$ cat src/rtl/normalizer_32_pkg.sv
// Shared constants and state encoding for the 32-bit normalizer.
// The signed (redundant-sign-bit) mode is built only when NORMALIZER_SIGNED_EN is defined.
package normalizer_32_pkg;

  localparam int WORD_W      = 32;
  localparam int NORM_STAGES = 5;
  localparam int CNT_W       = 6;
  localparam int K_W         = 3;

  typedef enum logic [1:0] {
    ST_IDLE = 2'd0,
    ST_RUN  = 2'd1,
    ST_DONE = 2'd2
  } state_t;

endpackage

$ cat src/rtl/normalizer_32_if.sv
// Request/result bundle of the normalizer: start/x/arith in, busy/done/results out.
// arith only has an effect when NORMALIZER_SIGNED_EN is defined.
interface normalizer_32_if;
  import normalizer_32_pkg::*;

  logic              start;
  logic [WORD_W-1:0] x;
  logic              arith;
  logic              busy;
  logic              done;
  logic [WORD_W-1:0] sh;
  logic [CNT_W-1:0]  cnt;
  logic              zero;

  modport master (
    output start, x, arith,
    input  busy, done, sh, cnt, zero
  );

  modport slave (
    input  start, x, arith,
    output busy, done, sh, cnt, zero
  );

endinterface

$ cat src/rtl/normalizer_32_stage.sv
// One binary-search stage of the normalizer, shared across all five stages.
// Tests the top 2^k bits (unsigned) or top 2^k+1 bits against bit 31 (signed)
// and shifts left by 2^k on a hit. Signed test exists only with NORMALIZER_SIGNED_EN.
module normalizer_32_stage
  import normalizer_32_pkg::*;
(
  input  logic [WORD_W-1:0] v,
  input  logic [K_W-1:0]    k,
  input  logic              m,
  output logic [WORD_W-1:0] v_next,
  output logic              hit
);

  logic [CNT_W-1:0]  amt;
  logic [WORD_W-1:0] top_mask;
  logic              hit_u;

  assign amt      = CNT_W'(1) << k;
  assign top_mask = ~({WORD_W{1'b1}} >> amt);
  assign hit_u    = ((v & top_mask) == '0);

`ifdef NORMALIZER_SIGNED_EN
  logic [WORD_W-1:0] sign_mask;
  logic [WORD_W-1:0] diff;
  logic              hit_s;

  // One extra bit is included so the sign bit itself survives the shift.
  assign sign_mask = ~({WORD_W{1'b1}} >> (amt + CNT_W'(1)));
  assign diff      = v ^ {WORD_W{v[WORD_W-1]}};
  assign hit_s     = ((diff & sign_mask) == '0);
  assign hit       = m ? hit_s : hit_u;
`else
  logic unused_m;
  assign unused_m = m;
  assign hit      = hit_u;
`endif

  assign v_next = hit ? (v << amt) : v;

endmodule

$ cat src/rtl/normalizer_32.sv
// Multi-cycle 32-bit normalizer: one binary-search stage (16,8,4,2,1) per clock.
// NORMALIZER_SIGNED_EN enables the redundant-sign-bit mode selected by arith.
//
// state   | meaning
// --------+------------------------------------------------------------
// IDLE    | waiting for start; last results held on outputs
// RUN     | stage index k counts 4..0, one shift decision per cycle
// DONE    | results just loaded, done pulses; start accepted here too
module normalizer_32
  import normalizer_32_pkg::*;
(
  input  logic            clk,
  input  logic            rst,
  normalizer_32_if.slave  bus
);

  state_t            state_q, state_d;
  logic [K_W-1:0]    k_q, k_d;
  logic [WORD_W-1:0] v_q, v_d;
  logic [CNT_W-1:0]  c_q, c_d;
  logic              z_q, z_d;
  logic [WORD_W-1:0] sh_q, sh_d;
  logic [CNT_W-1:0]  cnt_q, cnt_d;
  logic              zero_q, zero_d;
  logic              m_q;
  logic              arith_eff;
  logic              accept;
  logic [WORD_W-1:0] v_nx;
  logic              hit;

  assign accept = bus.start && (state_q != ST_RUN);

`ifdef NORMALIZER_SIGNED_EN
  assign arith_eff = bus.arith;

  // Mode is captured together with the operand and held for the whole run.
  always_ff @(posedge clk) begin
    if (rst)         m_q <= 1'b0;
    else if (accept) m_q <= bus.arith;
  end
`else
  logic unused_arith;
  assign unused_arith = bus.arith;
  assign arith_eff    = 1'b0;
  assign m_q          = 1'b0;
`endif

  normalizer_32_stage u_stage (
    .v      (v_q),
    .k      (k_q),
    .m      (m_q),
    .v_next (v_nx),
    .hit    (hit)
  );

  // Next-state and datapath update; everything holds unless the state says otherwise.
  always_comb begin
    state_d = state_q;
    k_d     = k_q;
    v_d     = v_q;
    c_d     = c_q;
    z_d     = z_q;
    sh_d    = sh_q;
    cnt_d   = cnt_q;
    zero_d  = zero_q;
    case (state_q)
      ST_IDLE, ST_DONE: begin
        if (accept) begin
          v_d     = bus.x;
          c_d     = '0;
          z_d     = (bus.x == '0) && !arith_eff;
          k_d     = K_W'(NORM_STAGES - 1);
          state_d = ST_RUN;
        end else if (state_q == ST_DONE) begin
          state_d = ST_IDLE;
        end
      end
      ST_RUN: begin
        v_d = v_nx;
        if (hit) c_d = c_q | (CNT_W'(1) << k_q);
        if (k_q == '0) begin
          state_d = ST_DONE;
          sh_d    = v_nx;
          // An all-zero unsigned operand reports the full word width.
          cnt_d   = z_q ? CNT_W'(WORD_W) : c_d;
          zero_d  = z_q;
        end else begin
          k_d = k_q - K_W'(1);
        end
      end
      default: state_d = ST_IDLE;
    endcase
  end

  // State and datapath registers with synchronous reset that drops any partial result.
  always_ff @(posedge clk) begin
    if (rst) begin
      state_q <= ST_IDLE;
      k_q     <= '0;
      v_q     <= '0;
      c_q     <= '0;
      z_q     <= 1'b0;
      sh_q    <= '0;
      cnt_q   <= '0;
      zero_q  <= 1'b0;
    end else begin
      state_q <= state_d;
      k_q     <= k_d;
      v_q     <= v_d;
      c_q     <= c_d;
      z_q     <= z_d;
      sh_q    <= sh_d;
      cnt_q   <= cnt_d;
      zero_q  <= zero_d;
    end
  end

  assign bus.busy = (state_q == ST_RUN);
  assign bus.done = (state_q == ST_DONE);
  assign bus.sh   = sh_q;
  assign bus.cnt  = cnt_q;
  assign bus.zero = zero_q;

endmodule

$ cat src/flat_wrapper.sv
// flat-port wrapper written by rule: the top's interface ports become plain ports
module normalizer_32_flat import normalizer_32_pkg::*;
  (clk, rst, bus_start, bus_x, bus_arith, bus_busy, bus_done, bus_sh, bus_cnt, bus_zero);
  normalizer_32_if bus_i ();
  input  logic clk;
  input  logic rst;
  input wire logic [$bits(bus_i.start)-1:0] bus_start;
  input wire logic [$bits(bus_i.x)-1:0] bus_x;
  input wire logic [$bits(bus_i.arith)-1:0] bus_arith;
  output wire logic [$bits(bus_i.busy)-1:0] bus_busy;
  output wire logic [$bits(bus_i.done)-1:0] bus_done;
  output wire logic [$bits(bus_i.sh)-1:0] bus_sh;
  output wire logic [$bits(bus_i.cnt)-1:0] bus_cnt;
  output wire logic [$bits(bus_i.zero)-1:0] bus_zero;
  assign bus_i.start = bus_start;
  assign bus_i.x = bus_x;
  assign bus_i.arith = bus_arith;
  assign bus_busy = bus_i.busy;
  assign bus_done = bus_i.done;
  assign bus_sh = bus_i.sh;
  assign bus_cnt = bus_i.cnt;
  assign bus_zero = bus_i.zero;
  normalizer_32 u_core (.clk(clk), .rst(rst), .bus(bus_i));
endmodule
$ cat config.mk
export PLATFORM = sky130hd
export DESIGN_NAME = normalizer_32_flat
export DESIGN_NICKNAME = d
export VERILOG_FILES = /design/src/rtl/normalizer_32_pkg.sv /design/src/rtl/normalizer_32_if.sv /design/src/rtl/normalizer_32_stage.sv /design/src/rtl/normalizer_32.sv /design/src/flat_wrapper.sv
export SDC_FILE = /design/constraint.sdc
export NUM_CORES = 1
export LEC_CHECK = 0
export CELL_PAD_IN_SITES_DETAIL_PLACEMENT = 0
export CELL_PAD_IN_SITES_GLOBAL_PLACEMENT = 1
export CORE_MARGIN = 5
export CORE_UTILIZATION = 41
export CTS_CLUSTER_DIAMETER = 30
export CTS_CLUSTER_SIZE = 16
export DETAILED_ROUTE_END_ITERATION = 16
export PLACE_DENSITY_LB_ADDON = 0.1
export REMOVE_ABC_BUFFERS = 1
export SETUP_SLACK_MARGIN = 0.2
export SLEW_MARGIN = 20
export SYNTH_ARGS = -nofsm -noshare
export SYNTH_HDL_FRONTEND = slang
export SYNTH_SLANG_ARGS = --single-unit
$ cat constraint.sdc
create_clock -name clk -period 3 [get_ports clk]
set_input_delay 0.75 -clock clk [delete_from_list [all_inputs] [get_ports clk]]
set_output_delay 0.75 -clock clk [all_outputs]
set_load 0.01 [all_outputs]
==> impl_table.tex <==
\begin{tabular}{lr}
\hline
Metric & Value \\
\hline
\multicolumn{2}{l}{\textbf{Outcome}} \\
\quad Result of the run & complete, no violations \\
\multicolumn{2}{l}{\textbf{Critical path}} \\
\quad Data required time at the worst endpoint & 3.22 ns \\
\quad Crit end category & flip-flop \\
\quad Data arrival time of the critical path & 2.93 ns \\
\quad Path type of the worst setup path & flip-flop to flip-flop \\
\quad Startpoint type of the worst setup path & flip-flop \\
\quad Highest fanout seen on the critical path & 21 \\
\multicolumn{2}{l}{\textbf{Synth}} \\
\quad Cell type with the largest total area after synthesis & sky130\_fd\_sc\_hd\_\_dfxtp\_1 \\
\quad Area share of fa/ha/maj cells after synthesis & 1.09\% \\
\quad Share of the synthesized area in compound gates (AO/OA/AOI/OAI) & 29.2\% \\
\quad Fraction of post-synthesis cell area in the top cell type by area & 28.8\% \\
\quad Yosys Warn Count & 0 \\
\quad Synthesized-area fraction occupied by xor and xnor cells & 0\% \\
\quad Simple-gate portion of the synthesized area & 20.8\% \\
\quad Post-synth ARST share & 0\% \\
\quad Predominant post-synthesis flop cell & sky130\_fd\_sc\_hd\_\_dfxtp\_1 \\
\quad Share of the yosys chip area belonging to registers & 28.8\% \\
\quad Largest family of logic cells by synthesized area & compound AO/OA/AOI/OAI gates \\
\quad Count of different cell masters after synthesis & 67 \\
\quad Number of standard cells after synthesis & 733 \\
\quad Syn Area/Cell & 7.86 µm² \\
\quad Mapped cell area & 0.00576 mm² \\
\quad Post-synth EDFFs & 0 \\
\quad Yosys reg bits & 83 \\
\quad Multiplexer share of the synthesized area & 12.8\% \\
\quad Largest cells by area after synthesis & sky130\_fd\_sc\_hd\_\_dfxtp\_1, sky130\_fd\_sc\_hd\_\_mux2i\_1, sky130\_fd\_sc\_hd\_\_a21oi\_1 \\
\multicolumn{2}{l}{\textbf{STA}} \\
\quad Slew at the pin closest to its max-slew limit & 0.726 ns \\
\quad Final-report setup violation count & 0 \\
\quad Max-slew violation count & 0 \\
\quad Unrepaired setup endpoints after global routing & true \\
\quad Setup TNS & 0 ns \\
\quad Number of hold violations in the final report & 0 \\
\quad Top achievable clock speed & 0.368 GHz \\
\quad Period utilization & 90.5\% \\
\quad Setup Skew & 0.00528 ns \\
\quad Worst slew slack as a fraction of its limit & 51.6\% \\
\quad Minimum clock period after layout & 2.71 ns \\
\multicolumn{2}{l}{\textbf{Placement}} \\
\quad Total placed cells including tap cells & 983 \\
\quad DP HPWL & 18200 µm \\
\quad IO Port Bufs & 75 \\
\quad RD Place Congestion & 1.02 \\
\multicolumn{2}{l}{\textbf{Route}} \\
\quad Drt first pass iters & 5 \\
\quad Residual DRC count & 0 \\
\quad Via Count & 6424 \\
\quad DRT iter0 DRCs & 703 \\
\quad Via density & 6.40 \\
\quad Routed wire length per instance & 24.2 µm \\
\quad Remaining antenna violation count after routing & 0 \\
\quad Drt total wl & 24300 µm \\
\multicolumn{2}{l}{\textbf{Floorplan}} \\
\quad Row Count & 43 \\
\quad Die area & 0.0165 mm² \\
\quad Ports & 77 \\
\quad Horiz. Die Dim & 129 µm \\
\quad Y dimension of the die & 129 µm \\
\quad Starting Density & 41.7\% \\
\quad Placeable core area & 0.0138 mm² \\
\multicolumn{2}{l}{\textbf{Final layout}} \\
\quad Share of final-layout standard cells stronger than drive strength 1 & 15.7\% \\
\quad Area delta synth->final & 28.8\% \\
\quad Fill cell instance count of the final layout & 1284 \\
\quad Leading cell type in the layout, fill and taps excluded & sky130\_fd\_sc\_hd\_\_dfxtp\_1 \\
\quad Number of standard cells in the layout, taps in and fillers out & 1003 \\
\quad Nets & 859 \\
\quad Most frequent cells in the layout & sky130\_fd\_sc\_hd\_\_dfxtp\_1, sky130\_fd\_sc\_hd\_\_nor2\_1, sky130\_fd\_sc\_hd\_\_clkdlybuf4s50\_1, sky130\_fd\_sc\_hd\_\_a21oi\_1 \\
\quad Inserted Diodes & 0 \\
\quad Final core utilization & 53.7\% \\
\multicolumn{2}{l}{\textbf{Flow run}} \\
\quad Total of max-cap violations & 0 \\
\multicolumn{2}{l}{\textbf{Global routing}} \\
\quad Total grt overflow & 0 \\
\quad Pin count of the biggest net entering global routing & 51 \\
\quad Wire length of the first global-routing pass & 36700 µm \\
\quad Total Routing Usage GR & 29.1\% \\
\quad Number of global-route vias before repair & 6039 \\
\quad Antenna violations before repair & 0 \\
\multicolumn{2}{l}{\textbf{Clock network}} \\
\quad Number of sinks driven by the clock tree & 83 \\
\quad CTS Buffer Depth & 2 \\
\quad CTS tree & yes \\
\quad Worst-skew pair later-pin latency & 0.36 ns \\
\quad Clk slew on worst S/H paths & 0.06 ns \\
\quad Number of H-tree levels & 3 \\
\quad Clock root buffer & sky130\_fd\_sc\_hd\_\_clkbuf\_16 \\
\quad Num CTS Buffers & 9 \\
\multicolumn{2}{l}{\textbf{Power and ir drop}} \\
\quad Part of the power in the clock network & 30.7\% \\
\quad Leakage component of the power & 2.72 nW \\
\quad Total power divided by cell area & 543 mW/mm² \\
\quad Part of the power in combinational logic & 37.1\% \\
\quad Switching Power & 1.45 mW \\
\quad Worst-case vdd ir drop & 356 µV \\
\quad Power Internal & 2.58 mW \\
\quad Switching Share & 36.0\% \\
\quad Total chip power & 4.03 mW \\
\quad Sequential power share & 32.2\% \\
\multicolumn{2}{l}{\textbf{Min path}} \\
\quad Type of the tightest min-delay check & flip-flop to flip-flop \\
\hline
\end{tabular}
final cells by class:
class                           instances  area, µm²  share of cell area (%)
Clock buffer                           10        239                    3.22
Sequential cell                        83       1660                    22.4
Timing Repair Buffer                  149       1400                    18.9
Tap cell                              180        225                    3.03
Multi-Input combinational cell        567       3780                    50.8
Inverter                                8       30.0                   0.404
Clock inverter                          6       88.8                    1.20
logic make-up (layout without fill, tap and decap cells):
logic type | after synthesis | in the layout
muxes | 60 | 60
and+or+nand+nor | 248 | 248
buffers and inverters | 83 | 173
DFF | 83 | 83
AOI/OAI and AO/OA | 254 | 254
adders and majority gates | 5 | 5
routing by layer:
layer  vias up  share of wire (%)  GRT usage, %
met3        57                9.0          8.92
met1      3102                 42          37.7
li1       2945                  -             -
met5         -                  0             0
met2       320                 45          45.1
met4         0                3.7          11.9
flip-flops by register name (all words and copies together) (netlist names):
name and flops:
u_core.z_q 1, u_core.k_q 3, u_core.c_q 6, u_core.state_q 2, u_core.bus.zero 1, u_core.bus.cnt 6
u_core.bus.sh 32, u_core.v_q 32
cell usage after synthesis, drive strengths merged (3+ instances only):
cell / instances
a22oi: 19
and2: 10
mux2i: 48
a21oi: 72
a211o: 3
o221ai: 3
a221o: 3
a211oi: 32
nand2b: 15
nand4: 13
nand2: 64
buf: 33
nor2: 79
o22ai: 12
o211a: 3
inv: 7
nand3b: 11
ha: 5
clkbuf: 42
a31oi: 16
and3: 5
mux4: 11
nor4: 14
a32oi: 18
nor3: 11
o211ai: 11
a221oi: 3
nor2b: 7
nand3: 11
o21ai: 39
dfxtp: 83
timing repair:
action | CTS | global route
hold buffers | 0 | 0
gates resized for setup | 8 | 17
endpoints found under the setup margin | 43 | 64
pin swaps | 1 | 4
gates cloned | 0 | 0
buffers inserted | 0 | 4
critical path: stages, from the launching register on:
cell and delay [ns]:
sky130_fd_sc_hd__dfxtp_2 0.34, sky130_fd_sc_hd__inv_1 0.11, sky130_fd_sc_hd__ha_2 0.21, sky130_fd_sc_hd__buf_6 0.16, sky130_fd_sc_hd__buf_6 0.14, sky130_fd_sc_hd__nand3_1 0.09, sky130_fd_sc_hd__a211oi_2 0.28, sky130_fd_sc_hd__a211oi_2 0.07
sky130_fd_sc_hd__buf_4 0.16, sky130_fd_sc_hd__and4_4 0.20, sky130_fd_sc_hd__and2_2 0.21, sky130_fd_sc_hd__buf_12 0.16, sky130_fd_sc_hd__buf_12 0.16, sky130_fd_sc_hd__a32oi_1 0.19, sky130_fd_sc_hd__a21oi_1 0.08
path summary, 6_finish.rpt:
path / start / to / slack, ns / depth (start not counted)
max: u_core.k_q[1]$_SDFFE_PP0P_ / u_core.v_q[24]$_SDFFE_PP0P_ / 0.29 / 14
min: u_core.bus.zero$_SDFFE_PP0P_ / u_core.bus.zero$_SDFFE_PP0P_ / 0.45 / 2
max reg2reg: u_core.k_q[1]$_SDFFE_PP0P_ / u_core.v_q[24]$_SDFFE_PP0P_ / 0.29 / 14
min reg2reg: u_core.bus.zero$_SDFFE_PP0P_ / u_core.bus.zero$_SDFFE_PP0P_ / 0.45 / 2
metrics by stage:
step / area, µm² / hold WS [ns] / setup WS [ns]
finish: 7430 / 0.452 / 0.285
global route: 7430 / 0.473 / 0.141
CTS: 7340 / 0.456 / 0.180
detailed placement: 6970 / 0.447 / 0.100
global placement: 6970 / 0.441 / 0.144
floorplan: 5380 / 0.437 / -0.692
power groups by stage:
stage / combinational, mW / sequential [mW] / clock, mW
2_1_floorplan: 0.722 / 1.31 / 0
4_1_cts: 1.45 / 1.29 / 1.26
3_3_place_gp: 1.42 / 1.31 / 0
6_report: 1.49 / 1.30 / 1.24
3_5_place_dp: 1.42 / 1.32 / 0
5_1_grt: 1.58 / 1.31 / 1.31
Note: power is estimated with default switching activity, not from simulation.
